**src/rtl/regfile_wb_scheduler_if.sv**
```systemverilog
// Write-back request/response bundle between the three requesters
// and the 2-port regfile scheduler.
interface regfile_wb_scheduler_if #(
  parameter int XLEN = 64
);
  logic            l0_valid;
  logic [4:0]      l0_rd;
  logic [XLEN-1:0] l0_data;
  logic            l0_ready;
  logic            l1_valid;
  logic [4:0]      l1_rd;
  logic [XLEN-1:0] l1_data;
  logic            l1_ready;
  logic            lsu_valid;
  logic [4:0]      lsu_rd;
  logic [XLEN-1:0] lsu_data;
  logic            lsu_ready;
  logic            wen1;
  logic            wen2;
  logic [4:0]      rd_addr1;
  logic [4:0]      rd_addr2;
  logic [XLEN-1:0] wdata1;
  logic [XLEN-1:0] wdata2;

  modport master (
    output l0_valid, l0_rd, l0_data,
    output l1_valid, l1_rd, l1_data,
    output lsu_valid, lsu_rd, lsu_data,
    input  l0_ready, l1_ready, lsu_ready,
    input  wen1, wen2, rd_addr1, rd_addr2,
    input  wdata1, wdata2
  );

  modport slave (
    input  l0_valid, l0_rd, l0_data,
    input  l1_valid, l1_rd, l1_data,
    input  lsu_valid, lsu_rd, lsu_data,
    output l0_ready, l1_ready, lsu_ready,
    output wen1, wen2, rd_addr1, rd_addr2,
    output wdata1, wdata2
  );
endinterface

```
**src/rtl/regfile_wb_scheduler.sv**
```systemverilog
// Write-back scheduler: merges lane0/lane1/LSU onto 2 regfile ports.
// Define WB_PERF_EN to add LSU-stall and WAW-drop counters.
module regfile_wb_scheduler #(
  parameter int XLEN         = 64,
  parameter int STARVE_LIMIT = 4,
  parameter int PERF_W       = 16
) (
  input  logic clk,
  input  logic reset,
  regfile_wb_scheduler_if.slave wb
`ifdef WB_PERF_EN
  ,
  output logic [PERF_W-1:0] perf_lsu_stall,
  output logic [PERF_W-1:0] perf_waw_drop
`endif
);
  localparam int SW = $clog2(STARVE_LIMIT + 1);
  localparam logic [SW-1:0] LIM    = SW'(STARVE_LIMIT);
  localparam logic [SW-1:0] LIM_M1 = SW'(STARVE_LIMIT - 1);

  if (STARVE_LIMIT < 1 || PERF_W < 1) begin : g_chk
    $error("bad regfile_wb_scheduler parameters");
  end

  typedef enum logic {NORMAL, FORCE} st_e;

  st_e           state_q, state_d;
  logic [SW-1:0] stall_q, stall_d;

  logic n0, n1, nl;
  logic l0_rdy, l1_rdy, lsu_rdy;
  logic stall, lacc;
  logic a1, al, w0, wl, drop;

  logic            wen1_q, wen1_d, wen2_q, wen2_d;
  logic [4:0]      rd1_q, rd1_d, rd2_q, rd2_d;
  logic [XLEN-1:0] wd1_q, wd1_d, wd2_q, wd2_d;

  assign n0 = wb.l0_valid && (wb.l0_rd != 5'd0);
  assign n1 = wb.l1_valid && (wb.l1_rd != 5'd0);
  assign nl = wb.lsu_valid && (wb.lsu_rd != 5'd0);

  always_ff @(posedge clk or posedge reset) begin
    if (reset) begin
      state_q <= NORMAL;
      stall_q <= '0;
    end else begin
      state_q <= state_d;
      stall_q <= stall_d;
    end
  end

  always_comb begin
    state_d = state_q;
    stall_d = '0;
    if (stall)
      stall_d = (stall_q == LIM) ? stall_q : stall_q + 1'b1;
    unique case (state_q)
      NORMAL: if (stall && stall_q == LIM_M1) state_d = FORCE;
      FORCE:  if (lacc || !wb.lsu_valid) state_d = NORMAL;
      default: state_d = NORMAL;
    endcase
  end

  // In FORCE the LSU steals lane1's port only when all three contend
  always_comb begin
    l0_rdy  = 1'b0;
    l1_rdy  = 1'b0;
    lsu_rdy = 1'b0;
    if (!reset) begin
      l0_rdy = 1'b1;
      unique case (state_q)
        NORMAL: begin
          l1_rdy  = 1'b1;
          lsu_rdy = !(n0 && n1);
        end
        FORCE: begin
          l1_rdy  = !(n0 && n1 && wb.lsu_valid);
          lsu_rdy = 1'b1;
        end
        default: ;
      endcase
    end
  end

  assign wb.l0_ready  = l0_rdy;
  assign wb.l1_ready  = l1_rdy;
  assign wb.lsu_ready = lsu_rdy;

  assign stall = wb.lsu_valid && !lsu_rdy;
  assign lacc  = wb.lsu_valid && lsu_rdy;

  // WAW: age order LSU < lane0 < lane1, youngest same-rd writer wins
  assign a1 = n1 && l1_rdy;
  assign al = nl && lsu_rdy;
  assign w0 = n0 && !(a1 && wb.l0_rd == wb.l1_rd);
  assign wl = al && !(n0 && wb.lsu_rd == wb.l0_rd)
                 && !(a1 && wb.lsu_rd == wb.l1_rd);
  assign drop = (n0 && !w0) || (al && !wl);

  always_comb begin
    wen1_d = w0 || (wl && !n0);
    rd1_d  = w0 ? wb.l0_rd : wb.lsu_rd;
    wd1_d  = w0 ? wb.l0_data : wb.lsu_data;
    wen2_d = a1 || (wl && n0);
    rd2_d  = a1 ? wb.l1_rd : wb.lsu_rd;
    wd2_d  = a1 ? wb.l1_data : wb.lsu_data;
  end

  always_ff @(posedge clk or posedge reset) begin
    if (reset) begin
      wen1_q <= 1'b0;
      wen2_q <= 1'b0;
      rd1_q  <= '0;
      rd2_q  <= '0;
      wd1_q  <= '0;
      wd2_q  <= '0;
    end else begin
      wen1_q <= wen1_d;
      wen2_q <= wen2_d;
      if (wen1_d) begin
        rd1_q <= rd1_d;
        wd1_q <= wd1_d;
      end
      if (wen2_d) begin
        rd2_q <= rd2_d;
        wd2_q <= wd2_d;
      end
    end
  end

  assign wb.wen1     = wen1_q;
  assign wb.wen2     = wen2_q;
  assign wb.rd_addr1 = rd1_q;
  assign wb.rd_addr2 = rd2_q;
  assign wb.wdata1   = wd1_q;
  assign wb.wdata2   = wd2_q;

`ifdef WB_PERF_EN
  logic [PERF_W-1:0] pstall_q, pwaw_q;

  always_ff @(posedge clk or posedge reset) begin
    if (reset) begin
      pstall_q <= '0;
      pwaw_q   <= '0;
    end else begin
      if (stall && pstall_q != '1) pstall_q <= pstall_q + 1'b1;
      if (drop && pwaw_q != '1) pwaw_q <= pwaw_q + 1'b1;
    end
  end

  assign perf_lsu_stall = pstall_q;
  assign perf_waw_drop  = pwaw_q;
`else
  logic unused_drop;
  assign unused_drop = drop;
`endif
endmodule

```
**src/flat_wrapper.sv**
```systemverilog
// flat-port wrapper written by rule: the top's interface ports become plain ports
module regfile_wb_scheduler_flat 
#(
  parameter int XLEN         = 64,
  parameter int STARVE_LIMIT = 4,
  parameter int PERF_W       = 16
)
  (clk, reset, wb_l0_valid, wb_l0_rd, wb_l0_data, wb_l1_valid, wb_l1_rd, wb_l1_data, wb_lsu_valid, wb_lsu_rd, wb_lsu_data, wb_l0_ready, wb_l1_ready, wb_lsu_ready, wb_wen1, wb_wen2, wb_rd_addr1, wb_rd_addr2, wb_wdata1, wb_wdata2);
  regfile_wb_scheduler_if #(.XLEN(XLEN)) wb_i ();
  input  logic clk;
  input  logic reset;
  input wire logic [$bits(wb_i.l0_valid)-1:0] wb_l0_valid;
  input wire logic [$bits(wb_i.l0_rd)-1:0] wb_l0_rd;
  input wire logic [$bits(wb_i.l0_data)-1:0] wb_l0_data;
  input wire logic [$bits(wb_i.l1_valid)-1:0] wb_l1_valid;
  input wire logic [$bits(wb_i.l1_rd)-1:0] wb_l1_rd;
  input wire logic [$bits(wb_i.l1_data)-1:0] wb_l1_data;
  input wire logic [$bits(wb_i.lsu_valid)-1:0] wb_lsu_valid;
  input wire logic [$bits(wb_i.lsu_rd)-1:0] wb_lsu_rd;
  input wire logic [$bits(wb_i.lsu_data)-1:0] wb_lsu_data;
  output wire logic [$bits(wb_i.l0_ready)-1:0] wb_l0_ready;
  output wire logic [$bits(wb_i.l1_ready)-1:0] wb_l1_ready;
  output wire logic [$bits(wb_i.lsu_ready)-1:0] wb_lsu_ready;
  output wire logic [$bits(wb_i.wen1)-1:0] wb_wen1;
  output wire logic [$bits(wb_i.wen2)-1:0] wb_wen2;
  output wire logic [$bits(wb_i.rd_addr1)-1:0] wb_rd_addr1;
  output wire logic [$bits(wb_i.rd_addr2)-1:0] wb_rd_addr2;
  output wire logic [$bits(wb_i.wdata1)-1:0] wb_wdata1;
  output wire logic [$bits(wb_i.wdata2)-1:0] wb_wdata2;
  assign wb_i.l0_valid = wb_l0_valid;
  assign wb_i.l0_rd = wb_l0_rd;
  assign wb_i.l0_data = wb_l0_data;
  assign wb_i.l1_valid = wb_l1_valid;
  assign wb_i.l1_rd = wb_l1_rd;
  assign wb_i.l1_data = wb_l1_data;
  assign wb_i.lsu_valid = wb_lsu_valid;
  assign wb_i.lsu_rd = wb_lsu_rd;
  assign wb_i.lsu_data = wb_lsu_data;
  assign wb_l0_ready = wb_i.l0_ready;
  assign wb_l1_ready = wb_i.l1_ready;
  assign wb_lsu_ready = wb_i.lsu_ready;
  assign wb_wen1 = wb_i.wen1;
  assign wb_wen2 = wb_i.wen2;
  assign wb_rd_addr1 = wb_i.rd_addr1;
  assign wb_rd_addr2 = wb_i.rd_addr2;
  assign wb_wdata1 = wb_i.wdata1;
  assign wb_wdata2 = wb_i.wdata2;
  regfile_wb_scheduler #(.XLEN(XLEN), .STARVE_LIMIT(STARVE_LIMIT), .PERF_W(PERF_W)) u_core (.clk(clk), .reset(reset), .wb(wb_i));
endmodule
```
**config.mk**
```make
export PLATFORM = sky130hd
export DESIGN_NAME = regfile_wb_scheduler_flat
export DESIGN_NICKNAME = d
export VERILOG_FILES = /design/src/rtl/regfile_wb_scheduler_if.sv /design/src/rtl/regfile_wb_scheduler.sv /design/src/flat_wrapper.sv
export SDC_FILE = /design/constraint.sdc
export NUM_CORES = 1
export LEC_CHECK = 0
export ABC_CLOCK_PERIOD_IN_PS = 15600
export CAP_MARGIN = 15
export CORE_MARGIN = 10
export CORE_UTILIZATION = 30
export CTS_CLUSTER_SIZE = 40
export DETAILED_ROUTE_END_ITERATION = 16
export SLEW_MARGIN = 20
export SYNTH_ARGS = -nofsm -noshare
export SYNTH_HDL_FRONTEND = slang
export SYNTH_SLANG_ARGS = --single-unit
```
**constraint.sdc**
```tcl
create_clock -name clk -period 15.6 [get_ports clk]
set_clock_uncertainty 0.05 [all_clocks]
set_input_delay 2.34 -clock clk [delete_from_list [all_inputs] [get_ports clk]]
set_output_delay 2.34 -clock clk [all_outputs]
set_load 0.01 [all_outputs]
```
==> impl_metrics.yaml <==
logic_synthesis:
  yosys-top-cells-area: "dfrtp_1 51%, a221o_1 9.2%, a41oi_1 7.9%"
  syn-cell-area_sq_um: 7070
  synth_commonest_cells: "144 x dfrtp_1, 74 x o21ai_0, 71 x nor2_1"
  synth_edf_count: 0
  async_flop_share_pct: 100
  synthCells: 697
  yosysWarnings: 0
  yosysSeqAreaShare_pct: 51.0
  ys_seq_elements: 144
  synth_top_flop_cell: "dfrtp_1"
  yosysMostFrequentCell: "dfrtp_1"
  netlist.area_leader.share_pct: 51.0
  synth_nets: 912
  ys_types: 42
  yosysTopAreaCell: "dfrtp_1"
  syn_area_per_cell_sq_um: 10.1
clocking:
  clk_path_buf_depth: 2
  clk_latency_ns: 0.41
  cts-buffers-inserted: 17
  clock_sinks: 144
  clkTransAtPathRegs_ns: 0.06
  post_cts_buffers: 0
  tritoncts: "built"
  root_buffer: "clkbuf_16"
  cts_hold_buffers: 0
  ctsHtreeMaxLevel: 4
  cts.repair.resized: 0
critical_path:
  crit-reg2reg-launch: "u_core.state_q"
  cp_common_cell: "clkdlybuf4s50_1"
  max_stage_delay_ns: 0.59
  path_max_fanout: 4
  cpMaxStageDelayCell: "or4_1"
  crit_path_start: "wb_l0_rd[1]"
  required_ns: 13.21
  worstPathArrival_ns: 4.55
  critical_path.endpoint_type: "output port"
  crit_chain: "clkdlybuf4s50_1 > or4_1 > o21ai_1 > o31ai_1 > inv_1 > clkdlybuf4s50_1"
  critical_path_class: "input pin to output port"
  cp-start-kind: "input pin"
global_routing:
  grt_max_degree: 87
  grt_pass1_vias: 7592
  grt_pass1_wl_um: 48400
  grt_use_total_pct: 20.4
  grt_overflow: 0
  antenna_found_initial: 4
detailed_routing:
  num_vias: 7189
  firstDrtPassIters: 5
  routed_via_density: 5.36
  drtIter0Drc: 544
  drc: 0
  postRouteAntennaNets: 0
  wl_um: 31900
  drt-wirelength-per-cell_um: 23.7
place:
  preCtsSetupSlack_ns: 8.67
  dp_cells: 1307
  dp_hpwl_um: 21500
  port_buffers: 354
  place_congestion: 0.878
floorplan:
  initial_core_util_pct: 30.3
  die_area_sq_um: 30100
  ioPinCount: 355
  die_x_um: 174
  die_h_um: 174
  core_sq_um: 23300
  row_count: 56
run_status:
  outcome: "complete, no violations"
final_layout:
  layout.cells.non_filler: 1342
  final_nets: 1222
  num-fill-cells: 2224
  area_growth_pct: 61.8
  drive_above_1_share_pct: 5.20
pwr:
  total_power_mw: 1.22
  power.density_nw_per_um2: 106
  p_leak_nw: 4.41
  max-vdd-ir-drop_mv: 0.0531
sta:
  rsz0062_at_grt: "no"
  fin_crit_sh_pct: 44.5
  fmax_ghz: 0.144
  fin_hold_ws_ns: 0.460
  slew-limit-headroom_pct: 32.5
  tns_ns: 0
  setup_violations: 0
  period_needed_ns: 6.94
  hold_viol_final: 0
  drv_slew: 0
  worstMarginPinSlew_ns: 1.01
  setup_ws_ns: 8.66
hold_path:
  hp-class: "flop to flop"
  hold_start: "u_core.wb.wdata1[15]"
flow_run:
  drv_cap: 0
[layer usage]
layer	track usage (%)	vias up	part of all wire (%)
met5	0	-	0
met4	6.07	0	1.6
met3	7.45	25	9.0
met2	32.4	334	48
met1	25.4	3554	42
li1	-	3276	-
[registers in the layout, indices dropped and copies added, names as in the netlist]
name	count
u_core.stall_q	3
u_core.state_q	1
u_core.wb.rd_addr1	5
u_core.wb.rd_addr2	5
u_core.wb.wdata1	64
u_core.wb.wdata2	64
u_core.wb.wen1	1
u_core.wb.wen2	1
[cells in the final DEF (no fill, tap or decap), drive strengths merged, types with 2 or more instances in the layout]
cell / n
o211ai: 3
nor2: 72
xor2: 5
a2bb2oi: 4
bufinv: 4
a32oi: 5
a21oi: 71
xnor2: 11
inv: 10
clkinv: 2
o21ai: 76
diode: 4
dfrtp: 144
or4: 3
a41oi: 64
nor3: 2
o211a: 2
nand2: 11
buf: 10
a221o: 65
nand4: 2
ha: 3
clkbuf: 20
and2: 65
clkdlybuf4s50: 354
[worst max-delay path: cells and delay by family]
family	cells	cell delay (ns)
compound gates	2	0.49
simple gates	1	0.59
buf+inv	3	1.14
[area by class of cell]
type	instances	area [sq um]	area share [%]
timing repair buffer	364	3620	31.6
sequential	144	3600	31.5
multi-input combinational	474	3160	27.6
clock buffer	20	447	3.90
tap	319	399	3.49
clock inverter	11	176	1.54
inverter	6	27.5	0.241
antenna	4	10.0	0.0875
[cell families after synthesis]
kind of cell	share of synthesized area [%]
AO/OA/AOI/OAI	30.7
AND/OR/NAND/NOR	11.1
flip-flops	51.0
buffers and inverters	4.69
XOR/XNOR	1.98
adder cells (fa/ha/maj)	0.531
[final timing paths]
check / to / slack, ns / depth (start not counted)
worst min-delay path: u_core.wb.wdata1[15] / 0.46 / 1
max in group asynchronous: u_core.wb.wdata2[29] / 11.57 / 3
worst max-delay path: wb_lsu_ready / 8.66 / 6
worst max register to register: u_core.wb.wdata1[13] / 12.76 / 6
worst min register to register: u_core.wb.wdata1[15] / 0.46 / 1
min in group asynchronous: u_core.wb.wdata1[55] / 2.57 / 2
[stage by stage]
step	instance area (sq um)	util, %
detailed placement	10800	46.3
finish	11400	49.0
global route	11400	49.0
global placement	10800	46.3
CTS	11400	49.0
floorplan	7070	-
[where the power goes]
part	leakage [nW]	switching, mW	internal (mW)
clock	0.302	0.168	0.274
sequential	1.69	0.0283	0.425
combinational	2.42	0.142	0.180
Note: power is estimated with default switching activity, not from simulation.
==> RTL change: new RTL, same settings <==
`XLEN` is set to 64 in 3 places; all go to 128.
--- a/src/rtl/regfile_wb_scheduler_if.sv
+++ b/src/rtl/regfile_wb_scheduler_if.sv
@@ -1,7 +1,7 @@
 // Write-back request/response bundle between the three requesters
 // and the 2-port regfile scheduler.
 interface regfile_wb_scheduler_if #(
-  parameter int XLEN = 64
+  parameter int XLEN = 128
 );
   logic            l0_valid;
   logic [4:0]      l0_rd;
--- a/src/rtl/regfile_wb_scheduler.sv
+++ b/src/rtl/regfile_wb_scheduler.sv
@@ -1,7 +1,7 @@
 // Write-back scheduler: merges lane0/lane1/LSU onto 2 regfile ports.
 // Define WB_PERF_EN to add LSU-stall and WAW-drop counters.
 module regfile_wb_scheduler #(
-  parameter int XLEN         = 64,
+  parameter int XLEN         = 128,
   parameter int STARVE_LIMIT = 4,
   parameter int PERF_W       = 16
 ) (
--- a/src/flat_wrapper.sv
+++ b/src/flat_wrapper.sv
@@ -1,7 +1,7 @@
 // flat-port wrapper written by rule: the top's interface ports become plain ports
 module regfile_wb_scheduler_flat 
 #(
-  parameter int XLEN         = 64,
+  parameter int XLEN         = 128,
   parameter int STARVE_LIMIT = 4,
   parameter int PERF_W       = 16
 )
Interface: changed (5 resized); port bits go from 355 to 675. The function was not compared with the original's and may differ.
==> RTL change against the unedited design <==
Final cell count rose by 85%. Sequential cell count rose by 128. Non-clock buffer count rose by 330. Synthesized area rose by 85%. Setup slack got worse by 160 ps. Total power rose by 88%. Routed wire length rose by 120%. Clock power rose by 81%. Final area rose by 86%. Register-to-register slack improved by 40 ps. Synthesized cell count rose by 84%.
==> RTL change: results (changes against the unedited design) <==
clock buffer count from CTS = 34 (+17)
Max stage delay on crit path = 620 ps (+30 ps)
Synth Instances = 1,280 (+84%)
area of placed instances = 20,100 sq um (+86%)
Final #Nets = 2,273 (+86%)
Mapped Nets = 1,687 (+85%)
post-synth cell types = 34 (-19%)
PortBufs = 674 (+90%)
Placement Setup Slack = 8490 ps (-180 ps)
Seq/Total Area, Yosys = 52.1% (+1.2 points)
peak fanout along the critical path = 8 (+4)
DRT iter0 DRCs = 1,286 (+140%)
Synth Area in Compound Gates = 30.7% (-0.059 points)
status = completed
top cells by count, synth = dfrtp_1, nor2_1, a21oi_1
CP arrival = 4710 ps (+160 ps)
share of cells above drive strength 1 = 4.29% (-0.91 points)
Tot GR Track Use = 25.6% (+5.2 points)
clk_lat worst skew = 540 ps (+130 ps)
Max IR drop VDD = 0.0000546 V (+2.8%)
Leakage = 8.24 nW (+87%)
CTS Hold Buffers Added = 0 (unchanged)
DP Cell Count = 2,414 (+85%)
gpl congestion = 0.871 (-0.84%)
Switching Share = 29.0% (+1.1 points)
initial antenna violation count = 11 (+7)
worst rel slew slack = 22.2% (-10 points)
first-pass GRT wire length = 102 mm (+110%)
Post-Synth XOR/XNOR Area = 1.07% (-0.91 points)
FF/Latch Area = 6810 sq um (+89%)
fillers = 4,049 (+82%)
H-tree depth = 2 (-2)
Clock Power Share = 34.9% (-1.4 points)
post-detail-place hpwl = 49.8 mm (+130%)
Max Root-Sink Buffers = 3 (+1)
RTL change: changes by cell type after synthesis, sizes merged:
| cell | unedited run | this run |
|---|---|---|
| a21oi | 71 | 135 |
| a221o | 65 | 129 |
| a41oi | 64 | 128 |
| and2 | 65 | 129 |
| buf | 19 | 50 |
| clkbuf | 54 | 94 |
| dfrtp | 144 | 272 |
| nor2 | 72 | 136 |
| o21ai | 76 | 140 |
RTL change: layer usage:
layer | routed length [microns] | vias to the layer above | GRT usage (%)
li1 | - | 6050 | -
met5 | 100 | - | 0
met1 | 27200 | 7067 | 30.3
met2 | 34700 | 596 | 43.7
met4 | 1500 | 14 | 6.60
met3 | 6400 | 82 | 8.66
RTL change: final timing paths:
check / from / end / slack [ps] / cells after the start
min in group asynchronous: reset / u_core.state_q / 2510 / 2
worst min-delay path: u_core.wb.wdata1[78] / u_core.wb.wdata1[78] / 460 / 1
worst max-delay path: wb_l1_rd[2] / wb_lsu_ready / 8500 / 6
max in group asynchronous: reset / u_core.wb.wdata2[105] / 11590 / 3
worst min register to register: u_core.wb.wdata1[78] / u_core.wb.wdata1[78] / 460 / 1
worst max register to register: u_core.state_q / u_core.wb.wdata1[104] / 12800 / 6
RTL change: power by group through the flow:
stage	clock network, W	logic (W)	registers, W
after CTS	0.000815	0.000637	0.000858
after detailed placement	0	0.000635	0.000867
after global placement	0	0.000631	0.000864
after global routing	0.000839	0.000669	0.000869
final	0.000798	0.000630	0.000859
after floorplan	0	0.000175	0.000911
RTL change: layout make-up:
cell class / instances / share of cell area (%)
tap: 585 / 3.44
clock inverter: 5 / 0.247
inverter: 6 / 0.141
antenna: 5 / 0.0589
clock buffer: 51 / 4.93
multi-input combinational: 858 / 26.6
timing repair buffer: 694 / 32.5
sequential: 272 / 32.0
